## src/rtl/power_pulsing_sequencer.sv

```systemverilog
// Power-pin sequencer: ramps channel enables up in ascending and down in descending
// order with a programmable step delay, or forces every pin on when pulsing is disabled.

module power_pin_mux (
  input  logic mask,
  input  logic seq,
  output logic pin
);
  // Unpulsed channels stay powered no matter where the sequence is.
  assign pin = mask ? seq : 1'b1;
endmodule

module power_pulsing_sequencer #(
  parameter int CHANNELS    = 4,
  parameter int DELAY_WIDTH = 16
) (
  input  logic                   Clk,
  input  logic                   reset_n,
  input  logic                   PowerPulsingPinEnable,
  input  logic                   PowerOnRequest,
  input  logic [CHANNELS-1:0]    ChannelMask,
  input  logic [DELAY_WIDTH-1:0] StepDelay,
  output logic [CHANNELS-1:0]    PwrOn,
  output logic                   AllOn,
  output logic                   AllOff,
  output logic                   Busy
);

  localparam int IDX_W = (CHANNELS > 1) ? $clog2(CHANNELS) : 1;
  localparam logic [IDX_W-1:0] LAST = IDX_W'(CHANNELS - 1);

  typedef enum logic [2:0] {FORCED, OFF, RAMP_UP, ON, RAMP_DOWN} state_t;

  state_t                 state, stateNext;
  logic [CHANNELS-1:0]    seq, seqNext;
  logic [IDX_W-1:0]       idx, idxNext, idxInc, idxDec;
  logic [DELAY_WIDTH-1:0] cnt, cntNext;
  logic                   stepDone;

  assign idxInc   = idx + 1'b1;
  assign idxDec   = idx - 1'b1;
  assign stepDone = (cnt == StepDelay);

  always_ff @(posedge Clk) begin
    if (!reset_n) begin
      state  <= FORCED;
      seq    <= '1;
      idx    <= '0;
      cnt    <= '0;
      AllOn  <= 1'b1;
      AllOff <= 1'b0;
      Busy   <= 1'b0;
    end else begin
      state  <= stateNext;
      seq    <= seqNext;
      idx    <= idxNext;
      cnt    <= cntNext;
      AllOn  <= (stateNext == FORCED) || (stateNext == ON);
      AllOff <= (stateNext == OFF);
      Busy   <= (stateNext == RAMP_UP) || (stateNext == RAMP_DOWN);
    end
  end

  always_comb begin
    stateNext = state;
    seqNext   = seq;
    idxNext   = idx;
    cntNext   = cnt;
    if (!PowerPulsingPinEnable) begin
      stateNext = FORCED;
      seqNext   = '1;
      idxNext   = '0;
      cntNext   = '0;
    end else begin
      case (state)
        FORCED: stateNext = ON;
        OFF: if (PowerOnRequest) begin
          seqNext[0] = 1'b1;
          idxNext    = '0;
          cntNext    = '0;
          stateNext  = (CHANNELS == 1) ? ON : RAMP_UP;
        end
        RAMP_UP: begin
          // A reversal undoes the current channel and beats any coincident step.
          if (!PowerOnRequest) begin
            seqNext[idx] = 1'b0;
            cntNext      = '0;
            stateNext    = (idx == '0) ? OFF : RAMP_DOWN;
          end else if (stepDone) begin
            idxNext         = idxInc;
            seqNext[idxInc] = 1'b1;
            cntNext         = '0;
            if (idxInc == LAST) stateNext = ON;
          end else begin
            cntNext = cnt + 1'b1;
          end
        end
        ON: if (!PowerOnRequest) begin
          idxNext       = LAST;
          seqNext[LAST] = 1'b0;
          cntNext       = '0;
          stateNext     = (CHANNELS == 1) ? OFF : RAMP_DOWN;
        end
        RAMP_DOWN: begin
          if (PowerOnRequest) begin
            seqNext[idx] = 1'b1;
            cntNext      = '0;
            stateNext    = (idx == LAST) ? ON : RAMP_UP;
          end else if (stepDone) begin
            idxNext         = idxDec;
            seqNext[idxDec] = 1'b0;
            cntNext         = '0;
            if (idxDec == '0) stateNext = OFF;
          end else begin
            cntNext = cnt + 1'b1;
          end
        end
        default: stateNext = FORCED;
      endcase
    end
  end

  for (genvar k = 0; k < CHANNELS; k++) begin : gPin
    power_pin_mux uPin (
      .mask (ChannelMask[k]),
      .seq  (seq[k]),
      .pin  (PwrOn[k])
    );
  end

endmodule
```

## config.mk

```make
export PLATFORM = sky130hd
export DESIGN_NAME = power_pulsing_sequencer
export DESIGN_NICKNAME = d
export VERILOG_FILES = /design/src/rtl/power_pulsing_sequencer.sv
export SDC_FILE = /design/constraint.sdc
export NUM_CORES = 1
export LEC_CHECK = 0
export BUFFER_PORTS_ARGS = -buffer_cell sky130_fd_sc_hd__buf_4
export CORE_MARGIN = 3
export CORE_UTILIZATION = 56
export CTS_BUF_LIST = sky130_fd_sc_hd__clkbuf_8 sky130_fd_sc_hd__clkbuf_16
export DETAILED_ROUTE_END_ITERATION = 7
export PLACE_DENSITY_LB_ADDON = 0.3
export SYNTH_ARGS = -nofsm -noshare
export SYNTH_HDL_FRONTEND = slang
export SYNTH_SLANG_ARGS = --single-unit
```

## constraint.sdc

```tcl
create_clock -name Clk -period 2.1 [get_ports Clk]
set_input_delay 0.315 -clock Clk [delete_from_list [all_inputs] [get_ports Clk]]
set_output_delay 0.315 -clock Clk [all_outputs]
set_load 0.01 [all_outputs]
```

# == Word-level counts from Yosys, hierarchy flattened ==
# Cells that the tools add are included.
# totals
register_bits,28
input_bits,24
elab_cells,106
# op_classes
add_sub_neg,3
order_cmp,6
n_eq_ne,19
mux,44
n_bitwise,6
reduce_logical,19
# op_table
cell,n
$mux W16,5
$pmux W16 S4,1
$mux W3,10
$add A16 B1 Y16 const B,1
$eq A16 B16 Y1,1
$mux W4,4
$pmux W3 S5,1
$eq A3 B2 Y1 const B,4
$mux W2,6
$ne A2 B2 Y1 const B,6
$mux W1,10
$lt A2 B3 Y1 const B,3
$and A4 B4 Y4,2
$not A4 Y4,2
$or A4 B4 Y4,2
$pmux W2 S4,1
$reduce_and A4 Y1,2
$reduce_and A7 Y1,1
$demux W1 S2,3
$eq A3 B1 Y1 const B,2
$eq A3 B3 Y1 const B,2
$ge A2 B1 Y1 const B,3
$logic_not A3 Y1,2
$ne A3 B3 Y1 const B,2
13 further kinds,21

# == Longest topological paths before layout ==
# Gate-level depths: netlist (run 1).
# depth
depth_word,10
depth_mapped,9
ltp_nobuf,8

# == Hierarchy ==
# Synthesis (run 1) repeated with hierarchy kept, for this count alone.
# unflattened
cells_unflattened,236
area_unflattened_um2,1926.8
# by_module_without_submodules
mod,instances,cells_each,area_each_um2,seq_area_each_um2
power_pulsing_sequencer,1,232,1901.8,560.5
power_pin_mux,4,1,6.3,0.0

# == Worst setup path before layout (run 1) ==
# OpenSTA, ideal clock, no wires.
# synth_path
path_type,reg2reg
start,register cnt[3]
end,register cnt[3]
arrival_ns,1.724
path_slack_ns,0.261
path_stages_with_launch,10
path_buffers,3
synth_period_minus_slack_ns,1.839
path_cell_list,dfxtp_1 buf_6 xor2_1 nor4_2 nand4_1 and3_1 buf_6 o21bai_4 buf_12 nor2_2
# synth_between
elab_chain_cells,4
elab_cells_between_ends,6
cone_classes,1 x add/sub; 1 x eq/ne; 4 x mux
# synth_rtl
item,line_no,rtl
from (decl),37,"logic [DELAY_WIDTH-1:0] cnt, cntNext;"
from (signal assigned),57,cnt <= cntNext;
$add A16 B1 Y16 or $eq A16 B16 Y1 (tied branches),"95, 115, 42",
$mux W16 (*),"89, 109",
$mux W16 (on tied branches),"105, 85",
$pmux W16 S4 (*),75,case (state)
# Mark *: on every way between the ends. The rest lies on a longest branch, timed or not.
# A chain may end at the register's enable or synchronous reset.

# == Worst setup path in the final report (run 1) ==
# layout_path
start,register cnt[1]
end,register seq[0]
# layout_between
elab_chain_cells,3
elab_cells_between_ends,4
cone_classes,3 x eq/ne; 1 x reduce/logical
# layout_rtl
item,line_no,rtl
$eq A16 B16 Y1 (*),42,assign stepDone = (cnt == StepDelay);
$ne A3 B3 Y1 (no source line),-,
$reduce_and A4 Y1 (no source line) (*),-,
to (signal assigned),55,seq <= seqNext;
to (decl),35,"logic [CHANNELS-1:0] seq, seqNext;"
# Marks and branches as above.

==> results of run 1 <==
state kept, by name, indices dropped and copies added, names as in the netlist:
| register | cells |
|---|---|
| idx | 2 |
| seq | 4 |
| state | 3 |
| cnt | 16 |
| Busy | 1 |
| AllOff | 1 |
| AllOn | 1 |
power breakdown:
| part | total, mW | switching [mW] | internal (mW) |
|---|---|---|---|
| registers | 0.546 | 0.00828 | 0.537 |
| logic | 0.180 | 0.0959 | 0.0840 |
| clock network | 0.432 | 0.176 | 0.256 |
layout by cell type, fill, tap and decap left out, drive strengths merged, types with 2 or more instances in the layout:
cell type	count
buf	45
nor2	32
dfxtp	28
xor2	24
nand2	17
a21oi	14
o21ai	14
nand2b	11
nand3	10
inv	5
a211oi	5
ha	5
nor4	4
nand4	4
xnor2	4
mux2i	4
o21bai	4
clkbuf	3
and3	3
nor2b	3
a21o	2
a41oi	2
a311oi	2
a22oi	2
a31oi	2
o311ai	2
nor3	2
a221oi	2
nor3b	2
cells in the mapped netlist (4+ instances only):
master / n
sky130_fd_sc_hd__ha_1: 5
sky130_fd_sc_hd__o21ai_0: 13
sky130_fd_sc_hd__nor4_2: 4
sky130_fd_sc_hd__nor2_1: 22
sky130_fd_sc_hd__nand4_1: 4
sky130_fd_sc_hd__inv_1: 5
sky130_fd_sc_hd__buf_4: 5
sky130_fd_sc_hd__clkbuf_1: 4
sky130_fd_sc_hd__xnor2_1: 4
sky130_fd_sc_hd__dfxtp_1: 28
sky130_fd_sc_hd__xor2_1: 24
sky130_fd_sc_hd__nand2_1: 17
sky130_fd_sc_hd__nand3_1: 10
sky130_fd_sc_hd__a211oi_1: 5
sky130_fd_sc_hd__nor2_2: 10
sky130_fd_sc_hd__a21oi_1: 14
sky130_fd_sc_hd__nand2b_1: 11
sky130_fd_sc_hd__mux2i_1: 4
how the worst min path moves through the flow:
| stage | from | end | slack, ns | cells after the start |
|---|---|---|---|---|
| 2_1_floorplan | seq[1] | seq[1] | 0.46 | 2 |
| 3_3_place_gp | seq[1] | seq[1] | 0.48 | 2 |
| 3_5_place_dp | seq[1] | seq[1] | 0.50 | 2 |
| 4_1_cts | PowerOnRequest | AllOff | 0.37 | 2 |
| 5_1_grt | PowerOnRequest | AllOff | 0.39 | 2 |
| 6_report | PowerOnRequest | AllOff | 0.39 | 2 |
cell type report:
type	count	area, sq um	area share, %
clock buffers	3	41.3	1.78
clock inverters	1	30.0	1.29
inverters	5	18.8	0.809
multi-input cells	188	1260	54.3
flip-flops and latches	28	564	24.3
well taps	44	55.1	2.37
repair buffers	45	350	15.1
through the flow:
stage / setup TNS [ns] / cell area [sq um]
after floorplan: 0 / 1950
after global placement: 0 / 2240
after detailed placement: 0 / 2240
after CTS: 0 / 2310
after global routing: -0.193 / 2320
final: 0 / 2320
logic make-up (layout without fill, tap and decap cells):
| family | Yosys count | in the layout |
|---|---|---|
| XOR/XNOR | 28 | 28 |
| adder cells (fa/ha/maj) | 5 | 5 |
| buffers and inverters | 21 | 54 |
| multiplexers | 4 | 4 |
| AO/OA/AOI/OAI | 57 | 57 |
| flip-flops | 28 | 28 |
| AND/OR/NAND/NOR | 94 | 94 |
worst max-delay path, cell delays in order (launching register included):
cell and delay (ns):
sky130_fd_sc_hd__dfxtp_1 0.36, sky130_fd_sc_hd__xor2_1 0.18, sky130_fd_sc_hd__nor4_2 0.37, sky130_fd_sc_hd__and4_4 0.33, sky130_fd_sc_hd__o21ai_2 0.11, sky130_fd_sc_hd__or4_1 0.49, sky130_fd_sc_hd__o31a_1 0.12
metal layers:
metal	global-route usage (%)	part of all wire, %
met3	3.81	7.4
met2	36.5	47
met5	0	0
met4	7.25	1.2
met1	31.9	44
timing repair:
| action | CTS | global route |
|---|---|---|
| resized for setup | 0 | 5 |
| buffers inserted | 0 | 0 |
| setup endpoints to repair | 0 | 17 |
| hold buffers | 0 | 0 |
==> flow_summary.html, run 1 <==
<table>
<tr><th>Metric</th><th>Value</th></tr>
<tr><th colspan="2">GRT</th></tr>
<tr><td>Antenna violations before repair</td><td>0</td></tr>
<tr><td>First-pass GRT wire length</td><td>7.59 mm</td></tr>
<tr><td>Congestion Overflow GR</td><td>0</td></tr>
<tr><td>Largest net degree at the start of global routing</td><td>23</td></tr>
<tr><td>Total global routing track utilization</td><td>between 20% and 30%</td></tr>
<tr><td>Via count of the first global-routing pass</td><td>about 1700</td></tr>
<tr><th colspan="2">CTS</th></tr>
<tr><td>CTS root buf</td><td>sky130_fd_sc_hd__clkbuf_8</td></tr>
<tr><td>Htree depth</td><td>1</td></tr>
<tr><td>Later-pin clock latency in the skew report</td><td>between 0.2 and 0.3 ns</td></tr>
<tr><td>Buffer depth of the longest clock path</td><td>2</td></tr>
<tr><td>CTS buffer count</td><td>3</td></tr>
<tr><td>Clock Sink Count</td><td>28</td></tr>
<tr><td>CTS tree</td><td>yes</td></tr>
<tr><td>Post-CTS clock slew at the launch and capture registers of the worst setup and hold paths</td><td>0.10 ns</td></tr>
<tr><th colspan="2">Outcome</th></tr>
<tr><td>Status</td><td>complete, no violations</td></tr>
<tr><th colspan="2">Yosys</th></tr>
<tr><td>Sequential-to-total area share from yosys stat</td><td>28.7%</td></tr>
<tr><td>Synthesized cell area</td><td>approximately 2000 sq um</td></tr>
<tr><td>Dominant combinational cell family by area after synthesis</td><td>simple AND/OR/NAND/NOR gates</td></tr>
<tr><td>Proportion of synthesized flip-flops having asynchronous set or reset</td><td>0%</td></tr>
<tr><td>Simple logic cell fraction of the synthesized area</td><td>26.9%</td></tr>
<tr><td>Yosys top cell area share</td><td>between 20% and 30%</td></tr>
<tr><td>Library cell with the largest summed area after synthesis</td><td>sky130_fd_sc_hd__dfxtp_1</td></tr>
<tr><td>Multiplexer fraction of the synthesized cell area</td><td>under 10%</td></tr>
<tr><td>Average cell area after synthesis</td><td>8.23 sq um</td></tr>
<tr><td>EDFF count, synth</td><td>0</td></tr>
<tr><td>Share of the synthesized area in compound gates (AO/OA/AOI/OAI)</td><td>19.8%</td></tr>
<tr><td>Number of distinct standard cells referenced by the synthesized netlist</td><td>49</td></tr>
<tr><td>Ys flop type</td><td>sky130_fd_sc_hd__dfxtp_1</td></tr>
<tr><td>Largest cells by area after synthesis</td><td>sky130_fd_sc_hd__dfxtp_1 (29%), sky130_fd_sc_hd__xor2_1 (11%), sky130_fd_sc_hd__nor2_1 (4.2%)</td></tr>
<tr><td>Total number of yosys warnings</td><td>0</td></tr>
<tr><td>Seq cells post-synth</td><td>28</td></tr>
<tr><td>Fraction of the mapped netlist area in adder cells</td><td>3.21%</td></tr>
<tr><td>Count of mapped cells out of synthesis</td><td>around 240</td></tr>
<tr><td>XOR/XNOR share of the synthesized area</td><td>12.6%</td></tr>
<tr><td>Net count after synthesis</td><td>266</td></tr>
<tr><th colspan="2">Route</th></tr>
<tr><td>Antenna violation net count after detailed routing</td><td>0</td></tr>
<tr><td>DR pass1 iterations</td><td>5</td></tr>
<tr><td>Wire length per cell</td><td>14.7 microns</td></tr>
<tr><td>Count of unresolved DRC violations after routing</td><td>0</td></tr>
<tr><td>Post-Route WL</td><td>4.62 mm</td></tr>
<tr><td>Number of DRC markers after the initial detailed-route iteration</td><td>between 100 and 150</td></tr>
<tr><td>Detailed-route via count</td><td>~1800</td></tr>
<tr><td>Via density</td><td>5.84</td></tr>
<tr><th colspan="2">Die</th></tr>
<tr><td>Core outline area</td><td>3180 sq um</td></tr>
<tr><td>Die width</td><td>between 60 and 70 microns</td></tr>
<tr><td>Area of the die</td><td>4230 sq um</td></tr>
<tr><td>Die Ht</td><td>between 60 and 70 microns</td></tr>
<tr><td>Boundary pin count</td><td>31</td></tr>
<tr><td>Row Count</td><td>20</td></tr>
<tr><td>Starting utilization of the core area</td><td>between 60 and 70%</td></tr>
<tr><th colspan="2">Timing</th></tr>
<tr><td>Min Tclk post-route</td><td>about 2.1 ns</td></tr>
<tr><td>Fin Hold WS</td><td>0.388 ns</td></tr>
<tr><td>Ratio of final minimum period to clock period</td><td>98.4%</td></tr>
<tr><td>Final Skew</td><td>between 0.004 and 0.005 ns</td></tr>
<tr><td>Final count of negative-setup-slack endpoints</td><td>0</td></tr>
<tr><td>Setup WS post-layout</td><td>about 0.033 ns</td></tr>
<tr><td>Count of pins over their slew limit</td><td>0</td></tr>
<tr><td>Slew HR</td><td>71.2%</td></tr>
<tr><td>RSZ-0062 raised after global routing</td><td>true</td></tr>
<tr><td>Top achievable clock speed</td><td>0.484 GHz</td></tr>
<tr><td>Slew at the pin closest to its max-slew limit</td><td>~0.43 ns</td></tr>
<tr><td>Hold Violations, Final</td><td>0</td></tr>
<tr><th colspan="2">Final layout</th></tr>
<tr><td>Filler Cell Count</td><td>about 250</td></tr>
<tr><td>Number of antenna repair diodes</td><td>0</td></tr>
<tr><td>Area added between synthesis and finish</td><td>19.0%</td></tr>
<tr><td>Final Net Count</td><td>300</td></tr>
<tr><td>Final design utilization</td><td>between 70% and 80%</td></tr>
<tr><td>Final instance count without filler cells</td><td>between 300 and 400</td></tr>
<tr><td>Fraction of final layout cells with drive strength greater than 1</td><td>a little over a quarter</td></tr>
<tr><th colspan="2">Pwr</th></tr>
<tr><td>Peak ir drop on the vdd network</td><td>approximately 600 uV</td></tr>
<tr><td>Power Density</td><td>roughly 500 nW/um^2</td></tr>
<tr><td>Total power consumption of the routed design</td><td>around 1.2 mW</td></tr>
<tr><td>Pleak</td><td>between 0.9 and 1 nW</td></tr>
<tr><th colspan="2">Placement</th></tr>
<tr><td>Routability Congestion</td><td>0.939</td></tr>
<tr><td>Placed cell count</td><td>310</td></tr>
<tr><td>Minimum setup slack after placement</td><td>0.0212 ns</td></tr>
<tr><td>Estimated wirelength of the detail-placed design</td><td>between 3 and 4 mm</td></tr>
<tr><td>Number of buffer cells added on primary ports</td><td>30</td></tr>
<tr><th colspan="2">Setup path</th></tr>
<tr><td>Crit path DAT</td><td>about 2.2 ns</td></tr>
<tr><td>Reg2Reg Launch Point</td><td>cnt[1]</td></tr>
<tr><td>Critical path origin</td><td>cnt[1]</td></tr>
<tr><td>Setup CP Type</td><td>flip-flop to flip-flop</td></tr>
<tr><td>R2r endpoint</td><td>seq[0]</td></tr>
<tr><td>Reg2reg path depth</td><td>6</td></tr>
<tr><td>Setup crit end kind</td><td>flip-flop</td></tr>
<tr><td>Slack of the worst reg-to-reg path</td><td>about 0.033 ns</td></tr>
<tr><td>Worst path required time</td><td>around 2.3 ns</td></tr>
<tr><td>Startpoint kind of the worst setup timing path</td><td>flip-flop</td></tr>
<tr><td>Worst Path Max Fanout</td><td>6</td></tr>
<tr><td>Critical Path Sink</td><td>seq[0]</td></tr>
<tr><th colspan="2">Run</th></tr>
<tr><td>Max-capacitance violation count</td><td>0</td></tr>
<tr><th colspan="2">Worst hold path</th></tr>
<tr><td>Path type of the worst min-delay path</td><td>input port to flip-flop</td></tr>
</table>
No activity file was read; power rests on OpenSTA's default activity.
==> run 2, diff against run 1 <==
--- a/config.mk
+++ b/config.mk
@@ -7,10 +7,11 @@
 export LEC_CHECK = 0
 export BUFFER_PORTS_ARGS = -buffer_cell sky130_fd_sc_hd__buf_4
 export CORE_MARGIN = 3
-export CORE_UTILIZATION = 56
+export CORE_UTILIZATION = 58
 export CTS_BUF_LIST = sky130_fd_sc_hd__clkbuf_8 sky130_fd_sc_hd__clkbuf_16
 export DETAILED_ROUTE_END_ITERATION = 7
 export PLACE_DENSITY_LB_ADDON = 0.3
 export SYNTH_ARGS = -nofsm -noshare
 export SYNTH_HDL_FRONTEND = slang
+export SYNTH_HIERARCHICAL = 1
 export SYNTH_SLANG_ARGS = --single-unit
==> constraint.sdc (replaced) <==
create_clock -name Clk -period 2.6 [get_ports Clk]
set_input_delay 0.39 -clock Clk [delete_from_list [all_inputs] [get_ports Clk]]
set_output_delay 0.39 -clock Clk [all_outputs]
set_load 0.01 [all_outputs]
==> run 2 against run 1 <==
Effect of this change:
- die area is 4.2% lower
- combinational power is 18% lower
- hold slack better by 0.083 ns
- largest power group unchanged
==> flow_summary.html, run 2 <==
<table>
<tr><th>Metric</th><th>Value</th></tr>
<tr><th colspan="2">Yosys</th></tr>
<tr><td>Commonest cells post-synth</td><td>sky130_fd_sc_hd__xor2_1 (29), sky130_fd_sc_hd__dfxtp_1 (28), sky130_fd_sc_hd__nor2_1 (23)</td></tr>
<tr><td>Total number of yosys warnings</td><td>6 (+6)</td></tr>
<tr><td>Seq cells post-synth</td><td>28 (unchanged)</td></tr>
<tr><td>Synthesized cell area</td><td>1930 sq um (-1.2%)</td></tr>
<tr><td>EDFF count, synth</td><td>0 (unchanged)</td></tr>
<tr><td>Yosys top cell area share</td><td>29.1% (+0.35 points)</td></tr>
<tr><td>Ys flop type</td><td>sky130_fd_sc_hd__dfxtp_1</td></tr>
<tr><td>Net count after synthesis</td><td>265 (-0.38%)</td></tr>
<tr><td>Average cell area after synthesis</td><td>8.16 sq um (-0.80%)</td></tr>
<tr><td>Count of mapped cells out of synthesis</td><td>236 (-0.42%)</td></tr>
<tr><td>Number of distinct standard cells referenced by the synthesized netlist</td><td>55 (+12%)</td></tr>
<tr><td>Sequential-to-total area share from yosys stat</td><td>29.1% (+0.35 points)</td></tr>
<tr><td>Largest cells by area after synthesis</td><td>sky130_fd_sc_hd__dfxtp_1 (29%), sky130_fd_sc_hd__xor2_1 (13%), sky130_fd_sc_hd__nor2_1 (4.5%)</td></tr>
<tr><td>Proportion of synthesized flip-flops having asynchronous set or reset</td><td>0% (unchanged)</td></tr>
<tr><td>Top-count cell post-synth</td><td>sky130_fd_sc_hd__xor2_1</td></tr>
<tr><td>Library cell with the largest summed area after synthesis</td><td>sky130_fd_sc_hd__dfxtp_1</td></tr>
<tr><th colspan="2">Final layout</th></tr>
<tr><td>Fraction of final layout cells with drive strength greater than 1</td><td>19.3% (-7.7 points)</td></tr>
<tr><td>Final design utilization</td><td>72.9% (-0.13 points)</td></tr>
<tr><td>Top register by number of flip-flops</td><td>cnt</td></tr>
<tr><td>Top Registers</td><td>cnt: 16 flops, seq: 4 flops, state: 3 flops</td></tr>
<tr><td>Commonest non-fill, non-tap cell in the layout</td><td>sky130_fd_sc_hd__buf_4</td></tr>
<tr><td>Area added between synthesis and finish</td><td>17.4%</td></tr>
<tr><td>Largest register FFs</td><td>16 (unchanged)</td></tr>
<tr><td>Final Net Count</td><td>294 (-2.0%)</td></tr>
<tr><td>Leading cell types in the layout, fill and taps excluded</td><td>sky130_fd_sc_hd__buf_4 (36), sky130_fd_sc_hd__xor2_1 (29), sky130_fd_sc_hd__dfxtp_1 (28), sky130_fd_sc_hd__nor2_1 (23), sky130_fd_sc_hd__nand2_1 (20)</td></tr>
<tr><td>Number of antenna repair diodes</td><td>0 (unchanged)</td></tr>
<tr><th colspan="2">Timing</th></tr>
<tr><td>RSZ-0062 raised after global routing</td><td>false</td></tr>
<tr><td>Fin Hold WS</td><td>0.471 ns (+0.0833 ns)</td></tr>
<tr><td>Setup TNS Final</td><td>0 ns (unchanged)</td></tr>
<tr><td>Ratio of final minimum period to clock period</td><td>82.5% (-16 points)</td></tr>
<tr><td>Hold Violations, Final</td><td>0 (unchanged)</td></tr>
<tr><td>Top achievable clock speed</td><td>0.466 GHz (-3.7%)</td></tr>
<tr><td>Final count of negative-setup-slack endpoints</td><td>0 (unchanged)</td></tr>
<tr><td>Min Tclk post-route</td><td>2.15 ns (+0.0787 ns)</td></tr>
<tr><td>Setup WS post-layout</td><td>0.455 ns (+0.421 ns)</td></tr>
<tr><td>Final Skew</td><td>0.00195 ns (-0.00226 ns)</td></tr>
<tr><td>Slew at the pin closest to its max-slew limit</td><td>0.634 ns (+0.206 ns)</td></tr>
<tr><td>Slew HR</td><td>57.8% (-13 points)</td></tr>
<tr><td>Count of pins over their slew limit</td><td>0 (unchanged)</td></tr>
<tr><th colspan="2">Run</th></tr>
<tr><td>Max-capacitance violation count</td><td>0 (unchanged)</td></tr>
<tr><th colspan="2">Placement</th></tr>
<tr><td>Minimum setup slack after placement</td><td>0.380 ns (+0.359 ns)</td></tr>
<tr><td>Number of buffer cells added on primary ports</td><td>30 (unchanged)</td></tr>
<tr><td>Routability Congestion</td><td>0.930 (-0.88%)</td></tr>
<tr><td>Estimated wirelength of the detail-placed design</td><td>3.47 mm (-2.1%)</td></tr>
<tr><th colspan="2">GRT</th></tr>
<tr><td>Met2 Usage GRT</td><td>37.5% (+1.0 points)</td></tr>
<tr><td>Total global routing track utilization</td><td>25.1% (+2.0 points)</td></tr>
<tr><td>Top Usage Layer GRT</td><td>met2</td></tr>
<tr><td>Congestion Overflow GR</td><td>0 (unchanged)</td></tr>
<tr><td>GR met1 Demand/Resource</td><td>36.2% (+4.3 points)</td></tr>
<tr><td>Antenna violations before repair</td><td>0 (unchanged)</td></tr>
<tr><td>Via count of the first global-routing pass</td><td>1726 (+3.0%)</td></tr>
<tr><td>First-pass GRT wire length</td><td>8.17 mm (+7.6%)</td></tr>
<tr><td>Met3 layer usage reported by global route</td><td>3.92% (+0.11 points)</td></tr>
<tr><td>Largest net degree at the start of global routing</td><td>25 (+8.7%)</td></tr>
<tr><th colspan="2">CTS</th></tr>
<tr><td>Clock Sink Count</td><td>28 (unchanged)</td></tr>
<tr><td>Post-CTS Setup Bufs</td><td>0 (unchanged)</td></tr>
<tr><td>CTS root buf</td><td>sky130_fd_sc_hd__clkbuf_8</td></tr>
<tr><td>Later-pin clock latency in the skew report</td><td>0.28 ns (about the same)</td></tr>
<tr><td>CTS buffer count</td><td>3 (unchanged)</td></tr>
<tr><td>Htree depth</td><td>1 (unchanged)</td></tr>
<tr><td>Post-cts hold buffer count</td><td>0 (unchanged)</td></tr>
<tr><td>CTS tree</td><td>yes</td></tr>
<tr><td>Buffer depth of the longest clock path</td><td>2 (unchanged)</td></tr>
<tr><td>Post-CTS clock slew at the launch and capture registers of the worst setup and hold paths</td><td>0.10 ns (about the same)</td></tr>
<tr><td>Resized cells post-CTS</td><td>0 (unchanged)</td></tr>
<tr><th colspan="2">Die</th></tr>
<tr><td>Area of the die</td><td>4050 sq um (-4.2%)</td></tr>
<tr><td>Row Count</td><td>20 (unchanged)</td></tr>
<tr><td>Boundary pin count</td><td>31 (unchanged)</td></tr>
<tr><td>Core outline area</td><td>3100 sq um (-2.4%)</td></tr>
<tr><td>Die Ht</td><td>63.6 microns (-2.1%)</td></tr>
<tr><td>Die width</td><td>63.6 microns (-2.1%)</td></tr>
<tr><td>Starting utilization of the core area</td><td>62.1% (+0.72 points)</td></tr>
<tr><th colspan="2">Pwr</th></tr>
<tr><td>Peak ir drop on the vdd network</td><td>229 uV (-62%)</td></tr>
<tr><td>Total power consumption of the routed design</td><td>0.942 mW (-19%)</td></tr>
<tr><td>Pleak</td><td>0.909 nW (+0.72%)</td></tr>
<tr><td>Power Density</td><td>416 nW/um^2 (-17%)</td></tr>
<tr><th colspan="2">Route</th></tr>
<tr><td>Number of DRC markers after the initial detailed-route iteration</td><td>168 (+38%)</td></tr>
<tr><td>Detailed-route via count</td><td>1847 (+0.76%)</td></tr>
<tr><td>Antenna violation net count after detailed routing</td><td>0 (unchanged)</td></tr>
<tr><td>Count of unresolved DRC violations after routing</td><td>0 (unchanged)</td></tr>
<tr><td>Wire length per cell</td><td>15.5 microns (+5.1%)</td></tr>
<tr><td>Post-Route WL</td><td>4.77 mm (+3.1%)</td></tr>
<tr><td>DR pass1 iterations</td><td>4 (-1)</td></tr>
<tr><td>Via density</td><td>6.00 (+2.7%)</td></tr>
<tr><th colspan="2">Setup path</th></tr>
<tr><td>Worst path required time</td><td>2.75 ns (+0.47 ns)</td></tr>
<tr><td>Crit path DAT</td><td>2.30 ns (+0.06 ns)</td></tr>
<tr><td>Worst Path Max Fanout</td><td>14 (+8)</td></tr>
<tr><td>Startpoint kind of the worst setup timing path</td><td>flip-flop</td></tr>
<tr><td>Setup CP Type</td><td>flip-flop to flip-flop</td></tr>
<tr><td>Setup crit end kind</td><td>flip-flop</td></tr>
<tr><th colspan="2">Worst hold path</th></tr>
<tr><td>Path type of the worst min-delay path</td><td>flip-flop to flip-flop</td></tr>
<tr><th colspan="2">Outcome</th></tr>
<tr><td>Status</td><td>complete, no violations</td></tr>
</table>
-- run 2: cell count changes after synthesis, moves of 4 or more --
cell                      previous run  this run
sky130_fd_sc_hd__a22oi_1             2         6
sky130_fd_sc_hd__a21oi_1            14         8
sky130_fd_sc_hd__nor2_2             10         0
sky130_fd_sc_hd__nand3_1            10         6
sky130_fd_sc_hd__xor2_1             24        29
sky130_fd_sc_hd__buf_4               5         1
-- run 2: path summary, 6_finish.rpt --
path / start / end / slack, ns / depth (start not counted)
max: cnt[13] / cnt[14] / 0.45 / 6
min: seq[2] / seq[2] / 0.47 / 1
max reg2reg: cnt[13] / cnt[14] / 0.45 / 6
min reg2reg: seq[2] / seq[2] / 0.47 / 1
-- run 2: cell families after synthesis --
group,count (synthesis),share of synthesized area (%)
AO/OA/AOI/OAI,58,21.0
XOR/XNOR,31,14.1
adder cells (fa/ha/maj),5,3.25
buffers and inverters,18,4.35
flip-flops,28,29.1
multiplexers,1,0.520
AND/OR/NAND/NOR,95,27.7
-- run 2: final cells by class --
class / count / area [sq um]
multi-input cells: 190 / 1280
fillers: 282 / 841
flip-flops and latches: 28 / 561
repair buffers: 36 / 270
well taps: 44 / 55.1
clock buffers: 3 / 41.3
clock inverters: 1 / 30.0
inverters: 6 / 22.5
-- run 2: routing by layer --
layer | up-vias | part of all wire (%)
met3 | 11 | 6.6
met2 | 78 | 46
met1 | 855 | 45
met4 | 0 | 1.7
li1 | 903 | -
met5 | - | 0
-- run 2: worst max-delay path: stages, from the launching register on --
cell and delay, ns:
sky130_fd_sc_hd__dfxtp_1 0.38, sky130_fd_sc_hd__xor2_1 0.19, sky130_fd_sc_hd__nor4_2 0.33, sky130_fd_sc_hd__nand4_2 0.23, sky130_fd_sc_hd__and2_2 0.26, sky130_fd_sc_hd__o21ai_2 0.51, sky130_fd_sc_hd__nor2_1 0.12
-- run 2: power by group --
part	switching [mW]	leakage (nW)	total, mW	internal, mW
clock	0.145	0.0357	0.351	0.206
combinational	0.0816	0.646	0.147	0.0651
sequential	0.00931	0.227	0.444	0.435
total	0.236	0.909	0.942	0.706
-- run 2: through the flow --
step	area, sq um	cells
floorplan	1930	236
global placement	2190	304
detailed placement	2190	304
CTS	2260	308
global route	2260	308
finish	2260	308
